==> config.mk <==
export PLATFORM = sky130hd
export DESIGN_NAME = fp_result_normalizer
export DESIGN_NICKNAME = d
export VERILOG_FILES = /design/src/rtl/fp_result_normalizer.sv
export SDC_FILE = /design/constraint.sdc
export NUM_CORES = 1
export LEC_CHECK = 0
export CAP_MARGIN = 20
export CORE_MARGIN = 3
export CORE_UTILIZATION = 59
export DETAILED_ROUTE_END_ITERATION = 12
export MAX_ROUTING_LAYER = met4
export PLACE_DENSITY_LB_ADDON = 0.08
export SLEW_MARGIN = 5
export SYNTH_ARGS = -nofsm -noshare
export SYNTH_HDL_FRONTEND = slang
export SYNTH_SLANG_ARGS = --single-unit
==> constraint.sdc <==
create_clock -name clk -period 8.2 [get_ports clk]
set_input_delay 1.23 -clock clk [delete_from_list [all_inputs] [get_ports clk]]
set_output_delay 1.23 -clock clk [all_outputs]
set_load 0.1 [all_outputs]
==> src/rtl/fp_result_normalizer.sv <==
// fp_result_normalizer: normalizes a raw FP adder sum one shift per cycle,
// rounds to nearest-even and packs an IEEE-754 result behind valid/ready.
module fp_result_normalizer #(
    parameter int FRAC_W = 23,
    parameter int EXP_W  = 8
) (
    input  logic                      clk,
    input  logic                      rst,
    input  logic                      in_valid,
    output logic                      in_ready,
    input  logic                      in_sign,
    input  logic [EXP_W-1:0]          in_exp,
    input  logic [2*FRAC_W+2:0]       in_mant,
    output logic                      out_valid,
    input  logic                      out_ready,
    output logic [EXP_W+FRAC_W:0]     out_result,
    output logic                      out_overflow,
    output logic                      out_inexact,
    output logic                      out_zero
);
    localparam int MW = 2*FRAC_W+3;
    localparam int XW = EXP_W+2;
    localparam logic [XW-1:0] EMAX = XW'((1 << EXP_W) - 1);
    typedef enum logic [1:0] {IDLE, NORM, ROUND, DONE} state_t;
    state_t           state;
    logic             sign_r;
    logic [XW-1:0]    exp_r;
    logic [MW-1:0]    mant_r;
    logic             g, s, l, up;
    logic [FRAC_W+1:0] sig;
    logic [XW-1:0]    e;
    logic [FRAC_W-1:0] frac;
    assign in_ready = (state == IDLE);
    // Rounding view of the normalized mantissa: 24-bit significand above the guard bit.
    always_comb begin
        g    = mant_r[FRAC_W];
        s    = |mant_r[FRAC_W-1:0];
        l    = mant_r[FRAC_W+1];
        up   = g & (s | l);
        sig  = {1'b0, mant_r[2*FRAC_W+1:FRAC_W+1]} + (FRAC_W+2)'(up);
        e    = sig[FRAC_W+1] ? exp_r + XW'(1) : sig[FRAC_W] ? exp_r : '0;
        frac = sig[FRAC_W+1] ? '0 : sig[FRAC_W-1:0];
    end
    always_ff @(posedge clk or posedge rst) begin
        if (rst) begin
            state        <= IDLE;
            sign_r       <= 1'b0;
            exp_r        <= '0;
            mant_r       <= '0;
            out_valid    <= 1'b0;
            out_result   <= '0;
            out_overflow <= 1'b0;
            out_inexact  <= 1'b0;
            out_zero     <= 1'b0;
        end else begin
            case (state)
                IDLE: if (in_valid) begin
                    sign_r       <= in_sign;
                    exp_r        <= XW'(in_exp);
                    mant_r       <= in_mant;
                    out_overflow <= 1'b0;
                    out_inexact  <= 1'b0;
                    out_zero     <= 1'b0;
                    state        <= NORM;
                end
                NORM: if (mant_r == '0) begin
                    out_result <= {sign_r, {(EXP_W+FRAC_W){1'b0}}};
                    out_zero   <= 1'b1;
                    out_valid  <= 1'b1;
                    state      <= DONE;
                end else if (mant_r[MW-1]) begin
                    // Carry out: the bit shifted off is folded into sticky.
                    mant_r <= {1'b0, mant_r[MW-1:2], mant_r[1] | mant_r[0]};
                    exp_r  <= exp_r + XW'(1);
                    state  <= ROUND;
                end else if (mant_r[MW-2] || exp_r == XW'(1)) begin
                    state <= ROUND;
                end else begin
                    mant_r <= mant_r << 1;
                    exp_r  <= exp_r - XW'(1);
                end
                ROUND: begin
                    out_inexact  <= g | s;
                    out_overflow <= (e >= EMAX);
                    out_result   <= (e >= EMAX) ? {sign_r, EMAX[EXP_W-1:0], {FRAC_W{1'b0}}}
                                                : {sign_r, e[EXP_W-1:0], frac};
                    out_valid    <= 1'b1;
                    state        <= DONE;
                end
                DONE: if (out_ready) begin
                    out_valid <= 1'b0;
                    state     <= IDLE;
                end
                default: state <= IDLE;
            endcase
        end
    end
endmodule

# Word level (Yosys, flattened, before mapping)

Cells that the tools add are included.

Output and inout bits: 37
Register bits after elaboration: 98
Memory bits (writable): 0
Bits in latches: 0
Memories: 0
Logic and storage cells: 73
Memory bits (read-only): 0
Bits of input ports: 62

Equal/unequal tests: 10
$lt $le $gt $ge: 1
Bitwise logic cells: 4
Divide/modulo/power cells: 0
Reductions and logical operators: 16
Add/subtract/negate cells: 3
$mul: 0
Multiplexer cells: 29
Shift-type cells: 0

Operators with widths:

| kind                                                               | number |
|---|---|
| 2-to-1 mux 49 bit                                                  | 4 |
| case mux 49 bit (2 select lines)                                   | 1 |
| case mux 32 bit (2 select lines)                                   | 1 |
| 2-to-1 mux 10 bit                                                  | 6 |
| logical NOT 49 bit                                                 | 1 |
| 2-to-1 mux 32 bit                                                  | 1 |
| 2-to-1 mux 31 bit                                                  | 1 |
| adder 24 x 1 -> 25 bit                                             | 1 |
| 2-to-1 mux 23 bit                                                  | 1 |
| OR reduction 23 bit                                                | 1 |
| case mux 10 bit (2 select lines)                                   | 1 |
| AND reduction 3 bit                                                | 4 |
| adder 10 x 1 -> 10 bit, second input constant                      | 1 |
| equality test 10 x 1 -> 1 bit, second input constant               | 1 |
| greater-or-equal comparator 10 x 8 -> 1 bit, second input constant | 1 |
| 2-to-1 mux 2 bit                                                   | 5 |
| subtractor 10 x 1 -> 10 bit, second input constant                 | 1 |
| != test 2 bit, second input constant                               | 4 |
| case mux 2 bit (4 select lines)                                    | 1 |
| case mux 1 bit (2 select lines)                                    | 3 |
| AND reduction 2 bit                                                | 3 |
| nonzero test 2 bit                                                 | 3 |
| equality test 2 bit, second input constant                         | 2 |
| != test 4 bit, second input constant                               | 1 |
| 10 further kinds                                                   | 14 |

# Depth between registers and ports, before layout

Word-level depth: 9
Gate-level depth with buffers: 10
Mapped depth without buffers: 8

# Least setup slack after synthesis

No wires, ideal clock.

Kind: reg-to-reg
Start point: register state[0]
End point: register mant_r[10]
Arrival: 2.638 ns
Stages on the path, launching flop included: 9
Path buffers: 3
Path slack: 5.421 ns
Clock period less this slack: 2.779 ns
Cells stage by stage: dfrtp_1 -> inv_1 -> ha_1 -> clkbuf_1 -> nand3_1 -> o21ai_1 -> clkbuf_1 -> clkbuf_1 -> a31oi_1

Cells in the longest elaborated chain, start to end: 3
Elaborated cells on any way between the ends: 8
Those cells by class: 4 x eq/ne; 1 x mux; 3 x reduce/logical

RTL lines:

| what                                                                 | line | text |
|---|---|---|
| start, declared                                                      | 25   | `state_t state;` |
| start signal, assigned                                               | 46   | `state <= IDLE;` |
| start signal, assigned                                               | 64   | `state <= NORM;` |
| start signal, assigned                                               | 70   | `state <= DONE;` |
| logical NOT 2 bit *                                                  | -    |  |
| net in_ready                                                         | 10   | `output logic in_ready,` |
| != test 2 bit (no line) / nonzero test 2 bit (equally long branches) | -    |  |
| AND reduction 4 bit (no line)                                        | -    |  |
| end signal, assigned                                                 | 60   | `mant_r <= in_mant;` |
| end signal, assigned                                                 | 73   | `mant_r <= {1'b0, mant_r[MW-1:2], mant_r[1] \| mant_r[0]};` |
| end signal, assigned                                                 | 79   | `mant_r <= mant_r << 1;` |
| end, declared                                                        | 28   | `logic [MW-1:0] mant_r;` |

The timed path passes the listed nets; every way through them passes the cells marked *.
A chain may end at the register's enable or synchronous reset.

# Worst setup path in the final report

Start point: register state[0]
End point: output in_ready

Cells in the longest elaborated chain, start to end: 1

RTL lines:

| what              | line | text |
|---|---|---|
| logical NOT 2 bit | 33   | `assign in_ready = (state == IDLE);` |
| end, declared     | 10   |  |

No other way between the ends.

==> flow_summary.yaml <==
layout:
  final_cells: 902
  num_antenna_cells: 0
  fin_area_mm2: 0.00734
  nNetsFinal: 832
  drive_above_1_share_pct: 7.44
  syn_to_final_growth_pct: 16.7
logic_synthesis:
  synth_top_area_share_pct: 39.0
  synthDistinctLibCells: 77
  synthTopCellsByArea: "dfrtp_1 39%, a31oi_1 5.2%, nand2_1 4.7%"
  yosys_warnings: 0
  syn_avg_cell_area_um2: 8.79
  synth.net_count: 786
  ys_ff_latch: 98
  netlist_area_mm2: 0.00629
  synthCells: 716
  async_reset_ff_share_pct: 100
  ys_seq_area_share_pct: 39.0
  synth_edf_count: 0
  ys.flop_type: "dfrtp_1"
  synth_top_area_cell: "dfrtp_1"
sta:
  relSlewSlack_pct: 33.3
  final-max-slew-violation-count: 0
  setup_tns_ns: 0
  period_minus_slack_ns: 3.72
  max_freq_mhz: 269
  setup_viol: 0
  rsz0062_at_grt: "false"
  hold_violations: 0
  worst_pin_slew_ns: 0.997
  worst_slack_ns: 4.48
  fin_crit_sh_pct: 45.3
  skew_ns: 0.0143
floorplan:
  rows: 37
  core_area_mm2: 0.0104
  start_util_pct: 60.7
  pin_count: 99
  fp.dieH_um: 109
  die_x_um: 109
  dieArea_mm2: 0.0119
cts:
  postCtsSetupBuffers: 0
  cts-resized-gates: 0
  clockBufferDepth: 2
  htreeDepth: 3
  cts_tree: "yes"
  clk_pin_slew_ns: 0.09
  cts-buffers-inserted: 9
  holdBufCountCts: 0
  cts.sinks: 98
  clk_latency_ns: 0.37
  root_buffer: "clkbuf_8"
run_status:
  status: "complete, no violations"
setup_path:
  cp_max_fo: 11
  crit_start: "state[0]"
  crit_arrival_ns: 2.49
  setup.worst_path.class: "register to output pin"
  reg2regPathDepth: 7
  crit_path_end_kind: "output pin"
  ff2ff_setup_slack_ns: 4.68
  start_kind: "register"
  r2r-end: "out_result[6]"
  worstPathRequired_ns: 6.97
  r2r-start: "mant_r[48]"
  endpoint: "in_ready"
drt:
  drt_iter0_drc: 634
  vias: 5883
  drc: 0
  wirelength_mm: 16.9
  detail-route-antenna-nets: 0
  dr.pass1.iters: 8
  wl_per_cell_um: 18.7
  routed_via_density: 6.52
global_routing:
  grt_max_degree: 66
  grt_pass1_wl_mm: 27.5
  grt_use_total_pct: 29.9
  grt_overflow: 0
  antenna_found_initial: 0
  grt_pass1_vias: 5386
placed_design:
  placed_cells: 885
  place_congestion: 0.932
  portBuffers: 98
  placed_area_mm2: 0.00711
  dpl.hpwl_mm: 11.5
  dpl_worst_slack_ns: 4.05
job:
  max-cap-violations: 0
power:
  ir_drop_mv: 0.541
  p_per_area_mw_per_mm2: 467
  totalPowerFinal_uw: 3430
  p_leak_uw: 0.00289
min_path:
  hp-class: "register to register"
[worst max-delay path, stage by stage, from the launching register on]
cell	delay [ns]
dfrtp_1	0.43
inv_1	0.11
ha_1	0.37
clkdlybuf4s50_1	1.21
[registers in the layout, indices dropped and copies added, names as in the netlist]
signal,cells
sign_r,1
state,2
out_overflow,1
exp_r,10
out_valid,1
out_zero,1
out_inexact,1
mant_r,49
out_result,32
[metrics by stage]
step	hold WS, ns	util, %
after CTS	0.489	70.4
after detailed placement	0.469	68.6
final	0.481	70.8
after global placement	0.454	68.6
after global routing	0.506	70.8
after floorplan	0.475	-
[synth_stat cells (4+ instances only)]
library cell	instances
nor2_1	65
o21ai_0	24
a32o_1	22
dfrtp_1	98
buf_4	8
a31oi_1	52
mux2i_1	4
a22oi_1	9
ha_1	8
nand2_1	78
a211oi_1	4
and3_1	45
nor3_1	9
a21oi_1	52
buf_2	8
xnor2_1	18
buf_6	5
nor4_1	17
nand4_1	11
nand3_1	19
clkbuf_1	42
and2_1	4
o31ai_1	6
a41oi_1	5
or4_1	4
inv_1	14
xor2_1	7
mux2_2	4
[cell families (layout without fill, tap and decap cells)]
kind of cell	count (synthesis)	after routing	synth area share, %
AO/OA/AOI/OAI	211	211	23.5
XOR/XNOR	25	25	3.48
adder cells (fa/ha/maj)	8	8	1.59
multiplexers	8	8	1.35
buffers and inverters	86	136	7.34
flip-flops	98	98	39.0
AND/OR/NAND/NOR	280	280	23.7
[layout make-up]
type                            count  area [um2]
Clock inverter                      5        55.1
Inverter                           14        53.8
Sequential cell                    98        2450
Clock buffer                       10         138
Tap cell                          136         170
Timing Repair Buffer              107        1080
Fill cell                         847        3030
Multi-Input combinational cell    532        3400
[cells in the final DEF, fill, tap and decap left out, types with 8 or more instances in the layout]
cell type	instances
a22oi_1	9
nor3_1	9
nor2_1	65
nand3_1	19
nor4_1	17
a21oi_1	52
a31oi_1	52
xnor2_1	18
and3_1	45
o21ai_0	24
ha_1	8
a32o_1	22
nand4_1	11
clkbuf_8	10
dfrtp_1	98
nand2_1	78
inv_1	13
clkdlybuf4s50_1	98
[metal layers]
layer / up-vias / track usage [%] / part of all wire (%) / wire [um]
li1: 2762 / - / - / -
met2: 259 / 47.2 / 48 / 8170
met1: 2833 / 40.8 / 43 / 7320
met3: 29 / 3.26 / 6.3 / 1070
met4: 0 / 9.35 / 2.1 / 353
met5: - / - / 0 / 0
[worst min-delay path by stage]
stage                   startpoint        endpoint  slack [ns]  cells past startpoint
floorplan                   sign_r  out_result[31]        0.47                      1
global placement    out_result[24]  out_result[24]        0.45                      2
detailed placement  out_result[24]  out_result[24]        0.47                      2
CTS                 out_result[24]  out_result[24]        0.49                      2
global route        out_result[26]  out_result[26]        0.51                      2
finish              out_result[24]  out_result[24]        0.48                      2
[where the power goes]
group	switching [uW]	leakage [uW]	internal [uW]	total (uW)
sequential	374	0.00115	724	1100
clock	172	0.0000941	147	319
combinational	1350	0.00164	664	2020
(Power assumes the default switching activity.)
